## src/rtl/tone_step_sequencer_if.sv

```systemverilog
// Config/pin-side bundle of the tone sequencer: table writes, play controls, divider drive.
// The sequencer uses the slave modport; whoever programs and triggers it uses master.
interface tone_step_sequencer_if #(
    parameter int STEPS   = 8,
    parameter int SCALE_W = 11,
    parameter int DUR_W   = 8
);
    localparam int IW = $clog2(STEPS);

    logic               wr_en;
    logic [IW-1:0]      wr_addr;
    logic [SCALE_W-1:0] wr_scale;
    logic [DUR_W-1:0]   wr_dur;
    logic               start;
    logic               stop;
    logic               loop;
    logic [SCALE_W-1:0] scale_factor;
    logic               div_rst;
    logic               busy;
    logic [IW-1:0]      step_idx;
    logic               done;

    modport master (
        output wr_en, wr_addr, wr_scale, wr_dur, start, stop, loop,
        input  scale_factor, div_rst, busy, step_idx, done
    );

    modport slave (
        input  wr_en, wr_addr, wr_scale, wr_dur, start, stop, loop,
        output scale_factor, div_rst, busy, step_idx, done
    );
endinterface

```

## src/rtl/tone_step_sequencer.sv

```systemverilog
// Plays a table of {scale, duration} steps into a clock divider's scale_factor and reset.
// Outputs registered (one cycle after the deciding edge); no backpressure, table writes always accepted.
module tone_step_sequencer #(
    parameter int STEPS    = 8,
    parameter int SCALE_W  = 11,
    parameter int DUR_W    = 8,
    parameter int TICK_DIV = 1000
) (
    input  logic                 clk,
    input  logic                 rst,
    tone_step_sequencer_if.slave bus
);
    localparam int IW = $clog2(STEPS);
    localparam int TW = (TICK_DIV > 1) ? $clog2(TICK_DIV) : 1;
    localparam logic [IW-1:0] LAST_IDX  = IW'(STEPS - 1);
    localparam logic [TW-1:0] TICK_LAST = TW'(TICK_DIV - 1);

    typedef enum logic [1:0] {S_IDLE, S_LOAD, S_PLAY} state_t;

    typedef struct packed {
        logic [SCALE_W-1:0] scale;
        logic [DUR_W-1:0]   dur;
    } step_t;

    state_t             state_q, state_d;
    step_t              table_q [STEPS];
    step_t              table_d [STEPS];
    step_t              cur_entry;
    logic [IW-1:0]      step_idx_q, step_idx_d;
    logic [SCALE_W-1:0] scale_q, scale_d;
    logic [DUR_W-1:0]   dur_q, dur_d;
    logic [DUR_W-1:0]   dur_cnt_q, dur_cnt_d, dur_cnt_inc;
    logic [TW-1:0]      tick_q, tick_d;
    logic               div_rst_q, div_rst_d;
    logic               busy_q, busy_d;
    logic               done_q, done_d;

    // Writes land on the next edge, so a LOAD in the same cycle still sees the old entry.
    always_comb begin
        for (int i = 0; i < STEPS; i++) table_d[i] = table_q[i];
        if (bus.wr_en) table_d[bus.wr_addr] = '{scale: bus.wr_scale, dur: bus.wr_dur};
    end

    always_comb begin
        state_d     = state_q;
        step_idx_d  = step_idx_q;
        scale_d     = scale_q;
        dur_d       = dur_q;
        dur_cnt_d   = dur_cnt_q;
        tick_d      = tick_q;
        div_rst_d   = div_rst_q;
        done_d      = 1'b0;
        cur_entry   = table_q[step_idx_q];
        dur_cnt_inc = dur_cnt_q + DUR_W'(1);

        case (state_q)
            S_IDLE: begin
                div_rst_d = 1'b1;
                if (bus.start) begin
                    state_d    = S_LOAD;
                    step_idx_d = '0;
                end
            end
            S_LOAD: begin
                if (cur_entry.dur == '0) begin
                    state_d = S_IDLE;
                    done_d  = 1'b1;
                end else begin
                    state_d   = S_PLAY;
                    scale_d   = cur_entry.scale;
                    dur_d     = cur_entry.dur;
                    div_rst_d = (cur_entry.scale == '0);
                    tick_d    = '0;
                    dur_cnt_d = '0;
                end
            end
            S_PLAY: begin
                tick_d = tick_q + TW'(1);
                if (tick_q == TICK_LAST) begin
                    tick_d    = '0;
                    dur_cnt_d = dur_cnt_inc;
                    if (dur_cnt_inc == dur_q) begin
                        // LOAD is muted so the divider restarts phase-aligned on every step.
                        div_rst_d = 1'b1;
                        if (step_idx_q != LAST_IDX) begin
                            step_idx_d = step_idx_q + IW'(1);
                            state_d    = S_LOAD;
                        end else if (bus.loop) begin
                            step_idx_d = '0;
                            state_d    = S_LOAD;
                        end else begin
                            state_d = S_IDLE;
                            done_d  = 1'b1;
                        end
                    end
                end
            end
            default: state_d = S_IDLE;
        endcase

        // Abort beats everything, including a same-cycle start or end-of-sequence.
        if (bus.stop) begin
            state_d    = S_IDLE;
            step_idx_d = step_idx_q;
            scale_d    = scale_q;
            div_rst_d  = 1'b1;
            done_d     = 1'b0;
        end

        busy_d = (state_d != S_IDLE);
    end

    always_ff @(posedge clk) begin
        if (rst) begin
            state_q    <= S_IDLE;
            for (int i = 0; i < STEPS; i++) table_q[i] <= '0;
            step_idx_q <= '0;
            scale_q    <= '0;
            dur_q      <= '0;
            dur_cnt_q  <= '0;
            tick_q     <= '0;
            div_rst_q  <= 1'b1;
            busy_q     <= 1'b0;
            done_q     <= 1'b0;
        end else begin
            state_q    <= state_d;
            for (int i = 0; i < STEPS; i++) table_q[i] <= table_d[i];
            step_idx_q <= step_idx_d;
            scale_q    <= scale_d;
            dur_q      <= dur_d;
            dur_cnt_q  <= dur_cnt_d;
            tick_q     <= tick_d;
            div_rst_q  <= div_rst_d;
            busy_q     <= busy_d;
            done_q     <= done_d;
        end
    end

    assign bus.scale_factor = scale_q;
    assign bus.div_rst      = div_rst_q;
    assign bus.busy         = busy_q;
    assign bus.step_idx     = step_idx_q;
    assign bus.done         = done_q;
endmodule

```

## src/flat_wrapper.sv

```systemverilog
// flat-port wrapper written by rule: the top's interface ports become plain ports
module tone_step_sequencer_flat 
#(
    parameter int STEPS    = 8,
    parameter int SCALE_W  = 11,
    parameter int DUR_W    = 8,
    parameter int TICK_DIV = 1000
)
  (clk, rst, bus_wr_en, bus_wr_addr, bus_wr_scale, bus_wr_dur, bus_start, bus_stop, bus_loop, bus_scale_factor, bus_div_rst, bus_busy, bus_step_idx, bus_done);
  tone_step_sequencer_if #(.STEPS(STEPS), .SCALE_W(SCALE_W), .DUR_W(DUR_W)) bus_i ();
  input  logic clk;
  input  logic rst;
  input wire logic [$bits(bus_i.wr_en)-1:0] bus_wr_en;
  input wire logic [$bits(bus_i.wr_addr)-1:0] bus_wr_addr;
  input wire logic [$bits(bus_i.wr_scale)-1:0] bus_wr_scale;
  input wire logic [$bits(bus_i.wr_dur)-1:0] bus_wr_dur;
  input wire logic [$bits(bus_i.start)-1:0] bus_start;
  input wire logic [$bits(bus_i.stop)-1:0] bus_stop;
  input wire logic [$bits(bus_i.loop)-1:0] bus_loop;
  output wire logic [$bits(bus_i.scale_factor)-1:0] bus_scale_factor;
  output wire logic [$bits(bus_i.div_rst)-1:0] bus_div_rst;
  output wire logic [$bits(bus_i.busy)-1:0] bus_busy;
  output wire logic [$bits(bus_i.step_idx)-1:0] bus_step_idx;
  output wire logic [$bits(bus_i.done)-1:0] bus_done;
  assign bus_i.wr_en = bus_wr_en;
  assign bus_i.wr_addr = bus_wr_addr;
  assign bus_i.wr_scale = bus_wr_scale;
  assign bus_i.wr_dur = bus_wr_dur;
  assign bus_i.start = bus_start;
  assign bus_i.stop = bus_stop;
  assign bus_i.loop = bus_loop;
  assign bus_scale_factor = bus_i.scale_factor;
  assign bus_div_rst = bus_i.div_rst;
  assign bus_busy = bus_i.busy;
  assign bus_step_idx = bus_i.step_idx;
  assign bus_done = bus_i.done;
  tone_step_sequencer #(.STEPS(STEPS), .SCALE_W(SCALE_W), .DUR_W(DUR_W), .TICK_DIV(TICK_DIV)) u_core (.clk(clk), .rst(rst), .bus(bus_i));
endmodule
```

## config.mk

```make
export PLATFORM = sky130hd
export DESIGN_NAME = tone_step_sequencer_flat
export DESIGN_NICKNAME = d
export VERILOG_FILES = /design/src/rtl/tone_step_sequencer_if.sv /design/src/rtl/tone_step_sequencer.sv /design/src/flat_wrapper.sv
export SDC_FILE = /design/constraint.sdc
export NUM_CORES = 1
export LEC_CHECK = 0
export ABC_CLOCK_PERIOD_IN_PS = 2800
export CORE_MARGIN = 8
export CORE_UTILIZATION = 55
export CTS_BUF_LIST = sky130_fd_sc_hd__clkbuf_8
export DETAILED_ROUTE_END_ITERATION = 16
export PLACE_DENSITY = 0.77
export SLEW_MARGIN = 40
export SYNTH_ARGS = -nofsm -noshare
export SYNTH_HDL_FRONTEND = slang
export SYNTH_SLANG_ARGS = --single-unit
export TNS_END_PERCENT = 50
```

## constraint.sdc

```tcl
create_clock -name clk -period 2.8 [get_ports clk]
set_input_delay 0.56 -clock clk [delete_from_list [all_inputs] [get_ports clk]]
set_output_delay 0.56 -clock clk [all_outputs]
set_load 0.01 [all_outputs]
```

## Word-level counts from Yosys, hierarchy flattened

Memory sizes are Yosys's and may differ from the RTL's. A register that Yosys moved wholly into a read port is not among the register bits.
Cells that the tools add are included.

- Shifts and indexed selects: 0
- $mul: 0
- Multiplexer cells: 47
- Reductions and logical operators: 15
- Eq/ne operators: 10
- Order comparisons: 2
- Add/sub/neg operators: 3
- Bitwise operators: 11
- Div/mod/pow operators: 0

Operators by type and width:

| kind | number |
|---|---|
| 19-bit 2-to-1 mux | 9 |
| 152-bit bitwise mux | 1 |
| 152-bit 2-to-1 mux | 1 |
| 19-bit demux with 3-bit select | 1 |
| 3-bit 2-to-1 mux | 7 |
| 10-bit 2-to-1 mux | 2 |
| 10-bit one-hot mux with 2 select lines | 1 |
| 8-bit 2-to-1 mux | 2 |
| 8-bit one-hot mux with 2 select lines | 1 |
| 1-bit 2-to-1 mux | 12 |
| 2-bit 2-to-1 mux | 6 |
| 11-bit logical NOT | 1 |
| 10-bit by 1-bit adder with 10-bit output (second input constant) | 1 |
| 10-bit == test (second input constant) | 1 |
| 8-bit by 1-bit adder with 8-bit output (second input constant) | 1 |
| 8-bit == test | 1 |
| 8-bit logical NOT | 1 |
| 1-bit bitwise OR | 8 |
| 2-bit one-hot mux with 3 select lines | 1 |
| 3-bit one-hot mux with 2 select lines | 1 |
| 3-bit AND reduction | 2 |
| 6-bit AND reduction | 1 |
| 2-bit nonzero test | 3 |
| 4-bit greater-or-equal comparator (second input constant) | 1 |
| other kinds (18) | 22 |

- Word-level logic and storage cells: 98
- Bits in latches: 0
- RAM bits: 152
- Bits in read-only memories: 0
- Output and inout port bits: 17
- Bits of input ports: 28
- Memories kept: 1
- Bits in registers: 45

Memories:

| name | words | width | read ports | clocked after memory_dff | write ports | line | source |
|---|---|---|---|---|---|---|---|
| u_core.table_q | 8 | 19 | 9 | 1 | 8 | tone_step_sequencer.sv:26 | `step_t table_q [STEPS];` |

## Longest topological paths before layout

- Depth after elaboration: 8
- Gate-level depth with buffers: 11
- Depth with buffers taken out: 7

## Worst setup path before layout

Ideal clock, no wire load.

- Path type: reg-to-reg
- Start: register (tool-made name)
- End: register u_core.div_rst_q, in the netlist u_core.bus.div_rst
- Clock period less this slack: 2.931 ns
- Setup time: 0.072 ns
- Path slack: -0.131 ns
- Buffers on the path: 3
- Required time: 2.728 ns
- Data arrival time: 2.860 ns
- Cell stages (with the launch flop): 10
- Path through: dfxtp_1 > clkbuf_1 > buf_1 > clkbuf_1 > mux4_2 > nand2_1 > o221ai_1 > or4_1 > o311a_1 > mux2i_1

RTL lines:

| element | line | source |
|---|---|---|
| end signal, assigned | tone_step_sequencer.sv:133 | `div_rst_q <= div_rst_d;` |
| end, declared | tone_step_sequencer.sv:34 | `logic div_rst_q, div_rst_d;` |

==> impl.org <==
** Run status
- The final reports fail on negative setup slack.
- Outcome :: complete, but fails checks

** Route
- The count of nets left with antenna violations once routing finished came out at 0.
- Vias :: 7699
- After detailed routing, the total wire length is 23300 µm.
- Starting DRC count in detailed routing :: 620
- Dividing the detail-routed wire length by the instance count gives 17.6 µm.
- Via-per-instance ratio :: 5.82
- The first detailed-routing pass ran for 5 iterations.
- After detailed routing, the number of remaining DRC violations is 0.

** Final layout
- Of the cells placed in the final design, the portion with a size suffix greater than 1 is 14.4%.
- The library cell used most frequently in the layout, excluding fill and tap cells, is nand2_1.
- Leading cell types in the layout, fill and taps excluded :: 343 x nand2_1, 198 x dfxtp_1, 179 x a21oi_1, 44 x buf_4, 43 x clkdlybuf4s50_1
- Layout overhead on the synthesized area :: 15.0%
- Once layout is done, the placed cells without fillers occupy 10300 µm².
- The repair_antennas step left the layout with diodes totalling 0.
- Final Net Count :: 1131

** Timing
- Max-slew headroom at the worst pin :: 56.9%
- The number of endpoints with negative hold slack in the final report was 0.
- Summed over all failing endpoints, the final setup total negative slack is -0.0853 ns.
- Across the routed clock network, the largest skew measured is 0.00925 ns.
- Setup repair after global routing could not meet its margin everywhere.
- The final number of max-transition violations was 0.
- Time the worst path needs with I/O delays and setup :: 2.82 ns
- Fmax achieved :: 0.354 GHz
- Setup slack on the critical path of the routed design comes to -0.0242 ns.
- Tightest Pin Transition :: 0.647 ns
- Final-report setup violation count :: 7
- Fin crit share :: 101%

** Die
- During I/O placement, the number of pins put on the boundary was 45.
- Die width :: 144 µm
- Floorplan Core Area :: 15900 µm²
- For this configuration, the core starts out at a cell density of 56.3%.
- The die covers 20600 µm².
- Die H :: 144 µm
- The floorplan has 46 rows.

** Hold path
- The path with the worst hold slack has its endpoint at u_core.dur_cnt_q[7].
- The startpoint identified for the worst hold timing path is rst.
- Hold Path Stages :: 3
- Worst hold-check path type :: in2reg

** Yosys
- By area the synthesized netlist is led by dfxtp_1 45%, nand2_1 14%, a21oi_1 10%.
- Sequential elements use 44.8% of the synthesized area.
- Summed over all instances, the cell type with the most area after synthesis is dfxtp_1.
- Avg Inst Size Synth :: 8.45 µm²
- Number of different library cells in the post-synthesis netlist :: 60
- Synth Register Bits :: 200
- Synthesis Warnings :: 0
- Net count after synthesis :: 1095
- Async set-reset flop share out of synthesis :: 0%
- Mapped Cells :: 1059
- Post-synth design cell area :: 8940 µm²
- Number of flops mapped to enable cells by yosys :: 0
- The most used flip-flop cell after synthesis is dfxtp_1.
- In this run the biggest area consumer among cell types represents 44.8% of the synthesized area.

** Power and ir drop
- Cell internal power dissipation :: 3.73 mW
- Sequential cell fraction of total power :: 58.2%
- The analysis attributes to net switching a power of 1.28 mW.
- Power density over the cells :: 487 nW/µm²
- Comb power frac :: 7.2%
- Fraction of power spent switching nets :: 25.5%
- Summed over all cells, the static leakage comes to 3.51 nW.
- Clock network power share :: 34.6%
- Maximum ir drop on the vdd rail :: 0.000342 V

** Global route
- Global routing finished with a remaining overflow of 0.
- Wire length of the first global-routing pass :: 37000 µm
- Antenna violations before repair :: 0
- Across every metal layer, demand over resource in global routing totals 22.9%.
- Pin count of the biggest net entering global routing :: 137
- Via count of the first global-routing pass :: 7217

** Critical path
- Critical Setup Path Class :: reg2reg
- Critical Path, Cell by Cell :: buf_12, mux4_2, mux2_4, or4_4, buf_8, o211ai_4, buf_12, mux2i_1, nor2_1
- Among all stages on the critical path, the largest delay is contributed by or4_4.
- Data on the critical path arrives at its endpoint at 3.16 ns.
- The worst setup path is captured at a flip-flop.
- Critical path buffer and inverter count :: 3
- The worst setup path is launched from a flip-flop.
- Measured in cells, the most critical reg-to-reg path has a length of 9.
- Minimum setup slack among reg-to-reg paths :: -0.02 ns
- In this design, the stage delay of the slowest critical-path cell is 0.54 ns.
- By instance count, the cell type seen most on the critical path is buf_12.
- The cell family contributing the most delay on the critical path is multiplexers.
- Req. time, crit path :: 3.14 ns
- In this run the worst path has a maximum fanout of 7.
- In this run the critical register-to-register path is captured at u_core.bus.scale_factor[4].

** Placed design
- IO buf count :: 44
- Routability-driven placement finished with a final weighted congestion of 0.818.
- Once placement finished, the instance area stood at 9780 µm².
- HPWL reported at the end of detailed placement :: 14800 µm

** Clock tree
- Longest Clk Path Bufs :: 2
- The clock reaches the later pin of the worst-skew pair after 0.47 ns.
- Counting every sink on the clock net gives 200.
- Number of H-tree levels :: 4
- Post-cts hold buffer count :: 0
- CTS placed an instance of clkbuf_8 at the clock tree root.
- TritonCTS clock tree :: yes
- CTS Buf Count :: 17
- Clock slew at the register clock pins of the worst setup and hold paths :: 0.10 ns

** Job
- Max-Cap Viols :: 0
## how the worst max path moves through the flow
stage | slack (ns) | cells past startpoint | startpoint | end
after detailed placement | -0.09 | 9 | flip-flop | u_core.dur_cnt_q[2]
after global routing | -0.1 | 9 | flip-flop | u_core.bus.scale_factor[2]
final | -0.02 | 9 | flip-flop | u_core.bus.scale_factor[4]
after CTS | -0.01 | 10 | flip-flop | u_core.bus.scale_factor[4]
after global placement | 0.005 | 8 | flip-flop | u_core.tick_q[1]
after floorplan | -0.05 | 10 | flip-flop | u_core.tick_q[1]
## stage by stage
step	hold slack, ns	utilization [%]	std cells	setup WS (ns)	total power [mW]
after global routing	0.380	64.8	1323	-0.0966	5.18
after global placement	0.439	61.6	1287	0.00546	3.32
after detailed placement	0.446	61.6	1287	-0.0887	3.33
final	0.382	64.8	1323	-0.0242	5.01
after CTS	0.361	64.1	1320	-0.0102	5.02
after floorplan	0.433	-	1059	-0.0505	3.20
## cells in the mapped netlist (all sizes together), types with 5 or more instances
cell type / instances
o21ai: 15
or4: 15
buf: 21
dfxtp: 200
mux2: 13
a21oi: 180
nand2: 343
mux4: 34
ha: 8
o221ai: 5
inv: 7
o31ai: 5
or3: 8
nor2: 28
xnor2: 6
nor3: 7
nand2b: 11
clkbuf: 63
nand3: 8
nor2b: 7
mux2i: 25
## cell families (layout without fill, tap and decap cells)
logic type                 after synthesis  after routing  share of synthesized area [%]
muxes                                   72             72                           13.0
xor gates and xnor gates                10             10                          0.979
DFF                                    200            200                           44.8
AOI/OAI and AO/OA                      228            228                           14.4
adders and majority gates                8              8                           1.12
and+or+nand+nor                        449            449                           21.3
buffers and inverters                   92            140                           4.43
## worst min-delay path, stage by stage
cell     delay [ns]
buf_6          0.10
or4_1          0.11
o21ai_1        0.05
## layer usage
metal  up-vias  wire [µm]  GRT usage, %
met3        49       1850          3.95
met4         0        563          9.80
met5         -          0             0
li1       3689          -             -
met1      3646       9420          27.9
met2       315      11500          39.0
## sequential cells by signal, summed over array words and instances, names as in the netlist, named ones only
name	count
u_core.bus.busy	1
u_core.bus.div_rst	1
u_core.bus.done	1
u_core.bus.scale_factor	11
u_core.bus.step_idx	3
u_core.dur_cnt_q	8
u_core.dur_q	8
u_core.state_q	2
u_core.table_q	152
u_core.tick_q	10
## cell type report
| cell class | count | area [µm²] |
|---|---|---|
| Tap cell | 216 | 270 |
| Clock buffer | 17 | 234 |
| Inverter | 8 | 30.0 |
| Clock inverter | 14 | 128 |
| Timing Repair Buffer | 101 | 1020 |
| Fill cell | 1348 | 5600 |
| Sequential cell | 200 | 4010 |
| Multi-Input combinational cell | 767 | 4590 |
## repair_timing
action	in CTS	in global routing
setup endpoints to repair	29	39
gates cloned	0	2
gates resized for setup	3	16
setup buffers	2	2
## power by group through the flow
stage / clock network, mW / registers (mW) / logic, mW
global placement: 0 / 2.98 / 0.343
detailed placement: 0 / 2.98 / 0.347
global route: 1.87 / 2.92 / 0.387
floorplan: 0 / 2.98 / 0.225
finish: 1.73 / 2.92 / 0.359
CTS: 1.75 / 2.91 / 0.349
(Power assumes the default switching activity.)
